--- src/rtl/time_unit_counter_if.sv ---
// rtl/time_unit_counter_if.sv - control and status bundle of one time-unit counter stage
interface time_unit_counter_if #(
  parameter int WIDTH = 6
);
  logic             tickIn;
  logic             countDown;
  logic             hold;
  logic             loadEn;
  logic [WIDTH-1:0] loadValue;
  logic [WIDTH-1:0] countOut;
  logic             carryOut;
  logic             borrowOut;
  logic             squareOut;

  modport master (
    output tickIn, countDown, hold, loadEn, loadValue,
    input  countOut, carryOut, borrowOut, squareOut
  );

  modport slave (
    input  tickIn, countDown, hold, loadEn, loadValue,
    output countOut, carryOut, borrowOut, squareOut
  );
endinterface

--- src/rtl/time_unit_counter.sv ---
// rtl/time_unit_counter.sv - modulo-N up/down time-unit counter with wrap pulses and square output
module time_unit_counter #(
  parameter int MODULUS     = 60,
  parameter int WIDTH       = 6,
  parameter int RESET_VALUE = 0
) (
  input  logic                  clock,
  input  logic                  resetN,
  time_unit_counter_if.slave    bus
);
  // One extra bit so MODULUS == 2^WIDTH is still representable for the load compare.
  localparam logic [WIDTH:0]   MOD_WIDE     = (WIDTH + 1)'(MODULUS);
  localparam logic [WIDTH-1:0] MAX_COUNT    = WIDTH'(MODULUS - 1);
  localparam logic [WIDTH-1:0] HALF_COUNT   = WIDTH'(MODULUS / 2);
  localparam logic [WIDTH-1:0] RESET_COUNT  = WIDTH'(RESET_VALUE);
  localparam logic             RESET_SQUARE = (RESET_VALUE >= MODULUS / 2);

  logic [WIDTH-1:0] nextCount;
  logic             nextCarry;
  logic             nextBorrow;

  always_comb begin
    nextCount  = bus.countOut;
    nextCarry  = 1'b0;
    nextBorrow = 1'b0;
    if (bus.loadEn) begin
      nextCount = ({1'b0, bus.loadValue} < MOD_WIDE) ? bus.loadValue : MAX_COUNT;
    end else if (!bus.hold && bus.tickIn) begin
      if (bus.countDown) begin
        if (bus.countOut == '0) begin
          nextCount  = MAX_COUNT;
          nextBorrow = 1'b1;
        end else begin
          nextCount = bus.countOut - 1'b1;
        end
      end else begin
        // Explicit wrap rather than natural rollover, so a full-width modulus behaves too.
        if (bus.countOut == MAX_COUNT) begin
          nextCount = '0;
          nextCarry = 1'b1;
        end else begin
          nextCount = bus.countOut + 1'b1;
        end
      end
    end
  end

  always_ff @(posedge clock or negedge resetN) begin
    if (!resetN) begin
      bus.countOut  <= RESET_COUNT;
      bus.carryOut  <= 1'b0;
      bus.borrowOut <= 1'b0;
      bus.squareOut <= RESET_SQUARE;
    end else begin
      bus.countOut  <= nextCount;
      bus.carryOut  <= nextCarry;
      bus.borrowOut <= nextBorrow;
      bus.squareOut <= (nextCount >= HALF_COUNT);
    end
  end
endmodule
--- src/flat_wrapper.sv ---
// flat-port wrapper written by rule: the top's interface ports become plain ports
module time_unit_counter_flat 
#(
  parameter int MODULUS     = 60,
  parameter int WIDTH       = 6,
  parameter int RESET_VALUE = 0
)
  (clock, resetN, bus_tickIn, bus_countDown, bus_hold, bus_loadEn, bus_loadValue, bus_countOut, bus_carryOut, bus_borrowOut, bus_squareOut);
  time_unit_counter_if #(.WIDTH(WIDTH)) bus_i ();
  input  logic clock;
  input  logic resetN;
  input wire logic [$bits(bus_i.tickIn)-1:0] bus_tickIn;
  input wire logic [$bits(bus_i.countDown)-1:0] bus_countDown;
  input wire logic [$bits(bus_i.hold)-1:0] bus_hold;
  input wire logic [$bits(bus_i.loadEn)-1:0] bus_loadEn;
  input wire logic [$bits(bus_i.loadValue)-1:0] bus_loadValue;
  output wire logic [$bits(bus_i.countOut)-1:0] bus_countOut;
  output wire logic [$bits(bus_i.carryOut)-1:0] bus_carryOut;
  output wire logic [$bits(bus_i.borrowOut)-1:0] bus_borrowOut;
  output wire logic [$bits(bus_i.squareOut)-1:0] bus_squareOut;
  assign bus_i.tickIn = bus_tickIn;
  assign bus_i.countDown = bus_countDown;
  assign bus_i.hold = bus_hold;
  assign bus_i.loadEn = bus_loadEn;
  assign bus_i.loadValue = bus_loadValue;
  assign bus_countOut = bus_i.countOut;
  assign bus_carryOut = bus_i.carryOut;
  assign bus_borrowOut = bus_i.borrowOut;
  assign bus_squareOut = bus_i.squareOut;
  time_unit_counter #(.MODULUS(MODULUS), .WIDTH(WIDTH), .RESET_VALUE(RESET_VALUE)) u_core (.clock(clock), .resetN(resetN), .bus(bus_i));
endmodule
--- config.mk ---
export PLATFORM = sky130hd
export DESIGN_NAME = time_unit_counter_flat
export DESIGN_NICKNAME = d
export VERILOG_FILES = /design/src/rtl/time_unit_counter_if.sv /design/src/rtl/time_unit_counter.sv /design/src/flat_wrapper.sv
export SDC_FILE = /design/constraint.sdc
export NUM_CORES = 1
export LEC_CHECK = 0
export ABC_AREA = 1
export BUFFER_PORTS_ARGS = -buffer_cell sky130_fd_sc_hd__buf_2
export CAP_MARGIN = 15
export CORE_MARGIN = 4
export CORE_UTILIZATION = 46
export DETAILED_ROUTE_END_ITERATION = 10
export PLACE_DENSITY = 0.81
export SLEW_MARGIN = 20
export SYNTH_ARGS = -nofsm -noshare
export SYNTH_HDL_FRONTEND = slang
export SYNTH_SLANG_ARGS = --single-unit
--- constraint.sdc ---
create_clock -name clock -period 1.25 [get_ports clock]
set_input_delay 0.25 -clock clock [delete_from_list [all_inputs] [get_ports clock]]
set_output_delay 0.25 -clock clock [all_outputs]
set_load 0.005 [all_outputs]
==> summary.md <==
| Metric | Value |
|---|---|
| Status | `complete, but fails checks` |
| Failing checks | `setup timing` |
| Worst EP required | `1.46 ns` |
| Initial core utilization | `50.4%` |
| Post-synthesis sequential element count | `9` |
| Average via count per standard cell | `5.77` |
| Largest cells by area after synthesis | `dfrtp_1 (29%), nand2_1 (15%), inv_1 (7.2%), nand3_1 (7.0%), nor2_1 (5.3%)` |
| Remaining DRCs | `0` |
| Standard-cell rows | `14` |
| Final worst-path cycle share | `122%` |
| Die Span X | `49.3 um` |
| CTS Buffer Depth | `2` |
| Core area | `1560 sq um` |
| Post-route minimum period | `1.53 ns` |
| Clk root buf | `clkbuf_4` |
| Via count | `1009` |
| Largest net degree at the start of global routing | `10` |
| Final antenna-violating net count | `0` |
| First-pass GRT wire length | `4150 um` |
| Hpwl dp | `1620 um` |
| Max Fclk | `653 MHz` |
| Placer Congestion | `1.01` |
| GRT overflow | `0` |
| Vias in the first global route | `982` |
| H-tree depth | `1` |
| Leakage | `0.000617 uW` |
| Power per cell area | `914 nW/um^2` |
| Setup CP Type | `reg2reg` |
| CTS tree | `built` |
| Final wirelength | `2680 um` |
| Synth top cells by count | `nand2_1 (31), inv_1 (15), nand3_1 (11), nor2_1 (11), dfrtp_1 (9)` |
| Warnings from Yosys | `0` |
| Filler Cell Count | `117` |
| Worst-Skew Late Latency | `0.26 ns` |
| CP Launch Type | `flop` |
| Sink Count | `9` |
| HP Class | `in2reg` |
| Top-Level Pins | `21` |
| DR iter-0 viols | `49` |
| Initial antenna violation count | `0` |
| Placement Setup Slack | `-0.241 ns` |
| Num CTS Buffers | `3` |
| Most common cell in the netlist | `nand2_1` |
| WHS | `0.231 ns` |
| Post-synthesis sequential area ratio | `28.7%` |
| CP endpoint kind | `flop` |
| Clock skew | `0.00541 ns` |
| RSZ-0062 raised after global routing | `yes` |
| Die Y | `49.3 um` |
| First-pass DRT Iterations | `4` |
| Top cell type's share of synthesized area | `28.7%` |
| CP Max Fanout | `6` |
| Ys async rst share | `100%` |
| Reg clk slew, reported paths | `0.06 ns` |
| Worst slew margin | `79.2%` |
| Final core occ | `76.7%` |
| Synthesized instance count | `118` |
| Data arrival time of the critical path | `1.74 ns` |
| Post-synth EDFFs | `0` |
| Slew Viols, Final | `0` |
| Maximum vdd drop | `0.722 mV` |
| Total track usage | `22.0%` |
| Fraction of final layout cells sized beyond drive strength 1 | `52.8%` |
| Nets | `174` |
| Wire per inst | `15.3 um` |
| Final Hold Fails | `0` |
| Synthesized net count | `132` |
| Avg Cell Area, Syn | `6.66 sq um` |
| IO buf count | `20` |
| # setup viols final | `10` |
| Inserted Diodes | `0` |
| Synth-to-layout area growth | `52.2%` |
| Main synth FF type | `dfrtp_1` |
| Measured slew at the worst slew-check pin | `0.312 ns` |
| Max cap viols | `0` |
| Post-Route Setup TNS | `-1.58 ns` |
| Cell Area, Synth | `786 sq um` |
| Die area | `2430 sq um` |
| Synth area leader | `dfrtp_1` |
| Setup ws final | `-0.281 ns` |
| Number of library cell types mapped by synthesis | `24` |
[stage by stage]
stage	std cells	cell area [sq um]	power, uW
detailed placement	163	986	729
floorplan	118	816	595
global route	175	1200	1160
CTS	174	1100	1010
finish	175	1200	1090
global placement	163	986	717
[what timing repair did]
action / 4_1_cts / 5_1_grt
buffers inserted: 6 / 2
gates resized for setup: 12 / 21
pin swaps: 8 / 16
endpoints found under the setup margin: 9 / 13
hold endpoints to repair: 9 / 0
hold buffers: 1 / 0
[sequential cells by signal, indices dropped and copies added, names as in the netlist]
register              cells
u_core.bus.carryOut       1
u_core.bus.borrowOut      1
u_core.bus.squareOut      1
u_core.bus.countOut       6
[report_power, final]
group / switching (uW) / internal (uW) / total [uW]
Clock: 105 / 123 / 228
Sequential: 59.7 / 320 / 380
Combinational: 252 / 233 / 485
Total: 417 / 676 / 1090
[layout make-up]
| type | count | area [sq um] | share of cell area, % |
|---|---|---|---|
| Clock buffer | 4 | 26.3 | 2.20 |
| Multi-Input combinational cell | 86 | 561 | 46.9 |
| Timing Repair Buffer | 41 | 284 | 23.7 |
| Tap cell | 16 | 20.0 | 1.67 |
| Inverter | 19 | 73.8 | 6.17 |
| Sequential cell | 9 | 231 | 19.4 |
[placed cells by master, fill, tap and decap left out, types with 3 or more instances in the layout]
cell | netlist | final
nand3_1 | 11 | 6
nor2_4 | 1 | 3
clkbuf_4 | 0 | 3
inv_1 | 15 | 10
a21oi_1 | 7 | 7
nand3_2 | 2 | 5
buf_6 | 3 | 5
inv_2 | 4 | 8
nor2_1 | 11 | 7
nand2_1 | 31 | 31
dfrtp_1 | 9 | 4
buf_2 | 0 | 18
nor2_2 | 3 | 5
nand4_1 | 3 | 3
buf_4 | 0 | 17
dfrtp_2 | 0 | 5
[path summary, 6_finish.rpt]
check | cells after the start | to | slack [ns] | from
max | 10 | u_core.bus.squareOut | -0.28 | u_core.bus.countOut[1]
min | 3 | u_core.bus.countOut[1] | 0.23 | bus_loadValue[1]
max reg2reg | 10 | u_core.bus.squareOut | -0.28 | u_core.bus.countOut[1]
min reg2reg | 4 | u_core.bus.carryOut | 0.78 | u_core.bus.countOut[2]
max in group asynchronous | 2 | u_core.bus.countOut[4] | 0.66 | resetN
min in group asynchronous | 2 | u_core.bus.borrowOut | 0.38 | resetN
[cell families after synthesis]
kind of cell             share of synthesized area (%)
AO/OA/AOI/OAI                                     9.87
XOR/XNOR                                          2.23
flip-flops                                        28.7
buffers and inverters                             15.1
adder cells (fa/ha/maj)                           3.18
AND/OR/NAND/NOR                                   40.9
[critical path, cell delays in order, from the launching register on]
cell and delay, ns:
dfrtp_2 0.47, ha_4 0.21, nand3_2 0.07, nor2_2 0.05
a21oi_2 0.18, nand3_1 0.12, nand2_1 0.10, nand2_1 0.08
nor2_1 0.09, nand2_1 0.06, nand2_1 0.05
[per-layer routing]
metal | GRT usage [%] | up-vias | wire length (um)
li1 | - | 453 | -
met1 | 22.5 | 473 | 975
met2 | 40.6 | 66 | 1380
met3 | 3.36 | 17 | 186
met4 | 14.2 | 0 | 138
met5 | 0 | - | 0
(Power assumes the default switching activity.)
